<file path="src/rtl/fpaddsub_norm_shift.sv">
// Post-subtraction normalization: left-shifts the significand by the leading-zero
// count (clamped by the exponent) and adjusts the exponent; 2-stage valid/ready pipe.
module fpaddsub_norm_shift #(
   parameter int unsigned SWR = 55,
   parameter int unsigned EW  = 11,
   parameter int unsigned LZW = 6
) (
   input  logic           clk,
   input  logic           rst,
   input  logic           Valid_i,
   output logic           Ready_o,
   input  logic [SWR-1:0] Sgf_i,
   input  logic [EW-1:0]  Exp_i,
   input  logic [LZW-1:0] LZC_i,
   output logic           Valid_o,
   input  logic           Ready_i,
   output logic [SWR-1:0] Sgf_o,
   output logic [EW-1:0]  Exp_o,
   output logic           Zero_o,
   output logic           Underflow_o
);

   localparam int unsigned FINE_W = 3;

   logic           w_adv1;
   logic           w_adv2;
   logic           w_zero;
   logic           w_lt;
   logic           w_uf;
   logic [LZW-1:0] w_sh;
   logic [EW-1:0]  w_exp;
   logic [SWR-1:0] w_coarse;

   logic              r1_v;
   logic [SWR-1:0]    r1_sgf;
   logic [EW-1:0]     r1_exp;
   logic [FINE_W-1:0] r1_fine;
   logic              r1_zero;
   logic              r1_uf;

   logic           r2_v;
   logic [SWR-1:0] r2_sgf;
   logic [EW-1:0]  r2_exp;
   logic           r2_zero;
   logic           r2_uf;

   // Stall control: a stage advances when it is empty or its successor advances.
   assign w_adv2  = !r2_v || Ready_i;
   assign w_adv1  = !r1_v || w_adv2;
   assign Ready_o = w_adv1;

   // Shift amount is the LZC clamped to the exponent so the exponent never goes negative.
   always_comb begin
      w_zero   = (LZC_i >= LZW'(SWR));
      w_lt     = (EW'(LZC_i) < Exp_i);
      w_uf     = !w_zero && !w_lt;
      w_sh     = '0;
      w_exp    = '0;
      w_coarse = '0;
      if (!w_zero) begin
         w_sh     = w_lt ? LZC_i : LZW'(Exp_i);
         w_exp    = Exp_i - EW'(w_sh);
         w_coarse = Sgf_i << {w_sh[LZW-1:FINE_W], FINE_W'(0)};
      end
   end

   // Stage 1: coarse (byte) shift, exponent adjust and flags.
   always_ff @(posedge clk or negedge rst) begin
      if (!rst) begin
         r1_v    <= 1'b0;
         r1_sgf  <= '0;
         r1_exp  <= '0;
         r1_fine <= '0;
         r1_zero <= 1'b0;
         r1_uf   <= 1'b0;
      end else if (w_adv1) begin
         r1_v    <= Valid_i;
         r1_sgf  <= w_coarse;
         r1_exp  <= w_exp;
         r1_fine <= w_sh[FINE_W-1:0];
         r1_zero <= w_zero;
         r1_uf   <= w_uf;
      end
   end

   // Stage 2: fine (bit) shift and output registers.
   always_ff @(posedge clk or negedge rst) begin
      if (!rst) begin
         r2_v    <= 1'b0;
         r2_sgf  <= '0;
         r2_exp  <= '0;
         r2_zero <= 1'b0;
         r2_uf   <= 1'b0;
      end else if (w_adv2) begin
         r2_v    <= r1_v;
         r2_sgf  <= r1_sgf << r1_fine;
         r2_exp  <= r1_exp;
         r2_zero <= r1_zero;
         r2_uf   <= r1_uf;
      end
   end

   assign Valid_o     = r2_v;
   assign Sgf_o       = r2_sgf;
   assign Exp_o       = r2_exp;
   assign Zero_o      = r2_zero;
   assign Underflow_o = r2_uf;

endmodule

</file>
<file path="config.mk">
export PLATFORM = sky130hd
export DESIGN_NAME = fpaddsub_norm_shift
export DESIGN_NICKNAME = d
export VERILOG_FILES = /design/src/rtl/fpaddsub_norm_shift.sv
export SDC_FILE = /design/constraint.sdc
export NUM_CORES = 1
export LEC_CHECK = 0
export CORE_MARGIN = 2
export CORE_UTILIZATION = 54
export DETAILED_ROUTE_END_ITERATION = 8
export PLACE_DENSITY = 0.81
export SLEW_MARGIN = 20
export SYNTH_ARGS = -nofsm -noshare
export SYNTH_HDL_FRONTEND = slang
export SYNTH_SLANG_ARGS = --single-unit
</file>
<file path="constraint.sdc">
create_clock -name clk -period 2.6 [get_ports clk]
set_input_delay 0.39 -clock clk [delete_from_list [all_inputs] [get_ports clk]]
set_output_delay 0.39 -clock clk [all_outputs]
set_load 0.02 [all_outputs]
</file>
-- Word-level counts from Yosys, hierarchy flattened
Index checks and enable logic that the tools add are counted.
- multiplexer cells: 4
- shift-type cells: 2
- magnitude comparators: 2
- add/sub/neg operators: 1
- reductions and logical operators: 7
- operators by type and width (cell ; count):
    55-bit two-way mux ; 1
    55-bit by 3-bit left shift with 55-bit output ; 1
    55-bit by 6-bit left shift with 55-bit output ; 1
    6-bit by 11-bit < comparator with 1-bit output ; 1
    11-bit two-way mux ; 1
    11-bit by 6-bit subtractor with 11-bit output ; 1
    6-bit greater-or-equal comparator (second input constant) ; 1
    6-bit two-way mux ; 1
    1-bit zero test ; 4
    3-bit two-way mux ; 1
    1-bit logical OR ; 2
    1-bit logical AND ; 1
- register bits: 141
- bits of input ports: 76
- output and inout port bits: 70

-- Depth between registers and ports, before layout
Gate-level depths: netlist of the first run.
- word-level depth: 4
- mapped depth: 16

-- Worst setup path before layout of the first run
No wires, ideal clock.
- path kind: in2reg
- from: input port Exp_i[2]
- to: register r1_exp[6]
- setup time: 129 ps
- data arrival time: 3106 ps
- stages: 14
- path slack: -636 ps
- path through: inv_1 -> ha_1 -> nand2_1 -> o21a_1 -> o21ai_0 -> nand2_1 -> o21ai_0 -> ha_1 -> inv_1 -> fa_1 -> a21o_1 -> o221a_2 -> o2111ai_1 -> nand3_1
- longest elaborated chain between the ends: 4
- RTL lines (what ; line ; text):
    from (decl) ; 13 ; input logic [EW-1:0] Exp_i,
    6-bit by 11-bit < comparator with 1-bit output ; 55 ; w_lt = (EW'(LZC_i) < Exp_i);
    6-bit two-way mux ; 61 ; w_sh = w_lt ? LZC_i : LZW'(Exp_i);
    11-bit by 6-bit subtractor with 11-bit output (*) ; 62 ; w_exp = Exp_i - EW'(w_sh);
    11-bit two-way mux (*) ; 60 ; if (!w_zero) begin
    to (signal assigned) ; 79 ; r1_exp <= w_exp;
    to (decl) ; 36 ; logic [EW-1:0] r1_exp;
Mark *: on every way between the ends. The rest lies on a longest branch, timed or not.
A chain may end at the register's enable or synchronous reset.

-- Worst setup path in the final report of the first run
- from: input port Exp_i[2]
- to: register r1_exp[5]
The elaborated chain is that of the path after synthesis.

==> metrics.txt, run 1 <==
Net Count, Synth 953; vias in the first global route 8231; Hold Crit Start Exp_i[9]; post-layout min period 2.63 ns; initial antenna violation count 0; Core Region 15800 sq um; Min Hold Slack 0.360 ns; gp weighted congestion 0.921; Num Clock Sinks 141; HP Class in2reg; CTS tree built; DR vias 8293; FF-to-FF Start Valid_o; final net count 1182; Reg2Reg Depth 5; RSZ-0062 raised after global routing yes; cell row count 46; register area share after synthesis 40.4%; utilization after layout 77.5%; Vias/cell 6.27; Setup Crit Path Kind in2reg; crit start category input pin; reg2reg setup slack 0.66 ns; share of layout cells above drive strength 1 27.6%; clk root buf clkbuf_16; failing checks setup timing; Layout Skew 0.0108 ns; DRT Wirelength 27000 um; Worst Hold End r1_exp[9]; setup ws final -0.0251 ns; Worst Hold Depth 4; Inserted Clock Buffers 17; asr flop ratio synth 100%; clk buf depth 2; RR Endpoint r1_sgf[37]; Starting Density 55.2%; synthesized instance count 866; Synthesis Warnings 0; Data required, critical path 2.93 ns; Die ar. 17200 sq um; fmax 0.381 GHz; First-pass DRT Iterations 5; # port buffers 145; max-cap violations 0; DR iter-0 viols 962; commonest non-fill, non-tap cell in the layout nand2_1; Avg Inst Size Synth 10.1 sq um; Rel. slew slack 31.9%; final setup fails 1; Top-Level Pins 146; status complete, but fails checks; detailed placer's ending HPWL 19200 um; most frequent cells in the layout nand2_1 (167), dfrtp_1 (138), clkdlybuf4s50_1 (127); Clk Latency, worst-skew pair 0.44 ns; Die H 131 um; Yosys cell types 65; grt total ovfl 0; largest net degree at the start of global routing 121; Critical Path End Type register; Die Span X 131 um; final hold violation count 0; WL/cell 20.4 um; H-Tree Depth 4; Primary FF master, synth dfrtp_1; mapped cell area 8730 sq um; # DRC 0; power density over the cells 650 nW/um^2; Crit path arrival time 2.95 ns; LEAKAGE 5.37 nW; register bit count reported by yosys 141; Clock Pin Slew Worst Setup and Hold Paths 0.06 ns; # diodes 0; Final Cycle Share 101%; first-pass GRT wire length 43400 um; total of fill cells in the finished design 1009; maximum vdd drop 0.000518 V; Power, Total 7.97 mW; synth-to-layout area growth 40.4%; fin. max-slew vios 0; Max FO, Critical Path 7; GRT Total Usage 31.9%; post-route ant nets 0; Post-synth EDFFs 0; Slew @ Worst Pin 1.02 ns
where the power goes:
part	leakage, nW	switching (mW)	internal, mW
Combinational	3.26	1.37	1.37
Sequential	1.82	0.319	2.54
Clock	0.283	0.954	1.41
Total	5.37	2.65	5.32
cell families after synthesis:
family | after synthesis | synth area share, %
compound gates | 212 | 16.2
xor+xnor | 3 | 0.301
fa+ha+maj | 12 | 1.78
buf+inv | 84 | 4.41
flops | 141 | 40.4
mux | 160 | 24.1
simple gates | 254 | 12.8
how the worst max path moves through the flow:
stage	startpoint	endpoint	slack [ns]
finish	Exp_i[2]	r1_exp[5]	-0.03
CTS	Exp_i[1]	r1_exp[8]	0.0005
detailed placement	Exp_i[2]	r1_exp[8]	-1.10
global placement	Exp_i[2]	r1_exp[8]	-0.94
floorplan	Exp_i[3]	r1_exp[5]	-0.38
global route	Exp_i[2]	r1_exp[5]	-0.20
per-stage QoR:
stage               setup WS [ns]  instance area, sq um  cells  TNS [ns]
finish                    -0.0251                 12300   1323   -0.0251
global route               -0.197                 12300   1323    -0.837
CTS                      0.000481                 12100   1314         0
detailed placement          -1.10                 11200   1272    -36.71
global placement           -0.938                 11200   1272    -33.49
floorplan                  -0.380                  8810    866     -2.00
critical path: stages:
cell and delay [ns]:
buf_8 0.08, inv_4 0.03, ha_4 0.27, nand2_4 0.05, o21a_1 0.22, o21ai_4 0.17
nand2_4 0.12, a21oi_2 0.27, ha_4 0.26, a21oi_4 0.13, a221oi_2 0.07, a21oi_1 0.14
o211ai_1 0.14, or3_1 0.39, a32o_1 0.22
routing by layer:
| metal | share of wire, % | up-vias | wire length (um) | global-route usage (%) |
|---|---|---|---|---|
| met5 | 0 | - | 0 | 0 |
| met4 | 3.4 | 0 | 916 | 12.0 |
| met3 | 9.3 | 78 | 2510 | 5.36 |
| met2 | 48 | 501 | 13100 | 52.5 |
| met1 | 39 | 4020 | 10500 | 42.6 |
| li1 | - | 3694 | - | - |
timing repair:
item | 4_1_cts | 5_1_grt
gates resized for setup | 96 | 27
endpoints found under the hold margin | 37 | 0
hold buffers | 1 | 0
endpoints found under the setup margin | 49 | 10
setup buffers | 8 | 9
cloned | 2 | 0
pin swaps | 27 | 31
sequential cells by signal, summed over array words and instances (netlist names):
register,flops
Valid_o,1
r1_fine,3
r1_v,1
Underflow_o,1
r1_sgf,55
r1_uf,1
Zero_o,1
r1_exp,11
r1_zero,1
Exp_o,11
Sgf_o,55
Yosys cell counts, drive strengths merged (2+ instances only):
cell type | instances | area share [%]
o2111ai | 4 | 0.40
mux4 | 38 | 9.8
a22o | 11 | 1.1
nand2 | 171 | 7.4
a221o | 3 | 0.34
and3 | 7 | 0.50
or3 | 10 | 0.72
o22ai | 3 | 0.21
nor3 | 6 | 0.34
xnor2 | 2 | 0.20
o31ai | 4 | 0.34
a21oi | 37 | 2.2
o41ai | 3 | 0.30
nor2 | 16 | 0.69
buf | 25 | 1.9
and2 | 2 | 0.14
a221oi | 8 | 0.80
nand3b | 2 | 0.17
a31oi | 2 | 0.14
nand2b | 7 | 0.50
nor4 | 2 | 0.14
dfrtp | 141 | 40
a21o | 2 | 0.17
inv | 14 | 0.60
clkbuf | 44 | 1.9
a32oi | 8 | 0.80
nor2b | 6 | 0.43
a2bb2oi | 7 | 0.70
o211ai | 11 | 0.95
mux2i | 98 | 11
ha | 10 | 1.4
a211oi | 4 | 0.34
mux2 | 24 | 3.1
nand3 | 15 | 0.92
a32o | 9 | 1.0
o21ai | 78 | 4.5
nand4 | 6 | 0.43
o221ai | 9 | 0.97
o21a | 2 | 0.17
area by class of cell:
type | count | area, sq um | area share [%]
clock buffers | 17 | 425 | 3.47
well taps | 216 | 270 | 2.20
flip-flops and latches | 141 | 3530 | 28.8
clock inverters | 14 | 145 | 1.18
inverters | 15 | 61.3 | 0.500
multi-input cells | 641 | 5200 | 42.4
repair buffers | 279 | 2640 | 21.5
No activity file was read; power rests on OpenSTA's default activity.
==> run 2, diff against run 1 <==
--- a/config.mk
+++ b/config.mk
@@ -9,6 +9,7 @@
 export CORE_UTILIZATION = 54
 export DETAILED_ROUTE_END_ITERATION = 8
 export PLACE_DENSITY = 0.81
+export REMOVE_ABC_BUFFERS = 1
 export SLEW_MARGIN = 20
 export SYNTH_ARGS = -nofsm -noshare
 export SYNTH_HDL_FRONTEND = slang
==> metrics.txt, run 2 (synthesis gave the netlist of run 1 again) <==
# port buffers 145; share of layout cells above drive strength 1 30.3%; Reg2Reg Depth 4; Die ar. 17200 sq um; Inst Count DP 1263; utilization after layout 80.0%; flip-flop and latch area 3530 sq um; GRT Total Usage 32.7%; crit start category input pin; # DRC 0; Data required, critical path 2.91 ns; final setup fails 13; WL/cell 23.4 um; fin. max-slew vios 0; first-pass GRT wire length 44700 um; Top-Level Pins 146; fmax 0.361 GHz; post-layout min period 2.77 ns; Post-DP Area 11100 sq um; Num Clock Sinks 141; crit path to r1_exp[4]; maximum vdd drop 0.000558 V; most frequent cells in the layout nand2_1 (165), dfrtp_1 (138), clkdlybuf4s50_1 (127); synth-to-layout area growth 44.9%; post-route ant nets 0; Final Cycle Share 107%; final instance area 12700 sq um; Rel. slew slack 51.4%; reg2reg setup slack 0.39 ns; Die H 131 um; Critical Path End Type register; cell row count 46; Clock Pin Slew Worst Setup and Hold Paths 0.06 ns; Layout Skew 0.00955 ns; H-Tree Depth 4; Hold Crit Start Exp_o[0]; HP Class reg2reg; LEAKAGE 5.42 nW; total of fill cells in the finished design 924; status complete, but fails checks; CTS tree built; Layout Cells excl Fill 1331; DR vias 8713; Slew @ Worst Pin 0.729 ns; detailed placer's ending HPWL 19300 um; Power, Total 8.19 mW; Multi-input gate area 5420 sq um; DR iter-0 viols 1008; Die Span X 131 um; Worst Setup SP Exp_i[2]; clk buf depth 2; largest net degree at the start of global routing 121; Max FO, Critical Path 7; Setup Crit Path Kind in2reg; setup ws final -0.171 ns; FF-to-FF Start r1_fine[0]; First-pass DRT Iterations 5; Crit path arrival time 3.08 ns; Vias/cell 6.55; max-cap violations 0; final net count 1189; Core Region 15800 sq um; clk root buf clkbuf_16; Inserted Clock Buffers 17; Clk Latency, worst-skew pair 0.43 ns; gp weighted congestion 0.939; grt total ovfl 0; failing checks setup timing; power density over the cells 647 nW/um^2; final hold violation count 0; vias in the first global route 8355; Starting Density 55.2%; # diodes 0; DRT Wirelength 31100 um; initial antenna violation count 0; RR Endpoint Sgf_o[30]; commonest non-fill, non-tap cell in the layout nand2_1; RSZ-0062 raised after global routing yes
## run 2: where the power goes
group | internal (mW) | leakage (nW) | total, mW | switching, mW
sequential | 2.54 | 1.82 | 2.88 | 0.342
combinational | 1.40 | 3.33 | 2.85 | 1.45
clock | 1.40 | 0.273 | 2.45 | 1.05
## run 2: critical path, cell delays in order
cell	delay (ns)
buf_8	0.08
inv_4	0.04
ha_4	0.28
nand2_2	0.06
o21a_1	0.22
o21ai_4	0.19
nand2_4	0.10
buf_6	0.14
o21ai_4	0.13
ha_2	0.20
inv_2	0.05
fa_2	0.39
a21o_4	0.27
or3_4	0.33
a21oi_2	0.14
o31ai_1	0.07
## run 2: layer usage
metal / global-route usage [%] / share of wire (%)
met1: 42.0 / 37
met2: 53.3 / 48
met3: 6.94 / 9.8
met4: 15.2 / 5.1
met5: 0 / 0
## run 2: what timing repair did
item                                    in CTS  in global routing
hold buffers                                 1                  0
buffers inserted                            14                 14
endpoints found under the hold margin       52                  0
pin swaps                                   22                 33
gates resized for setup                    103                 70
endpoints found under the setup margin      65                 60
cloned                                       1                  7
## run 2: stage by stage
step | worst slack [ns] | hold slack [ns] | TNS (ns)
after floorplan | -4.74 | 0.0944 | -450.84
after global placement | -1.16 | 0.391 | -41.76
after detailed placement | -1.27 | 0.390 | -46.92
after CTS | -0.0592 | 0.476 | -0.220
after global routing | -0.257 | 0.504 | -2.44
final | -0.171 | 0.468 | -1.02
## run 2: area by class of cell
type,count,area share [%]
repair buffers,286,22.1
multi-input cells,641,42.8
clock inverters,12,0.880
well taps,216,2.14
flip-flops and latches,141,27.9
inverters,15,0.524
clock buffers,20,3.69
## run 2: how the worst min path moves through the flow
stage | end | cells after the start
floorplan | Exp_o[0] | 0
global placement | Sgf_o[41] | 1
detailed placement | Sgf_o[39] | 1
CTS | Zero_o | 2
global route | Exp_o[0] | 2
finish | Exp_o[0] | 2
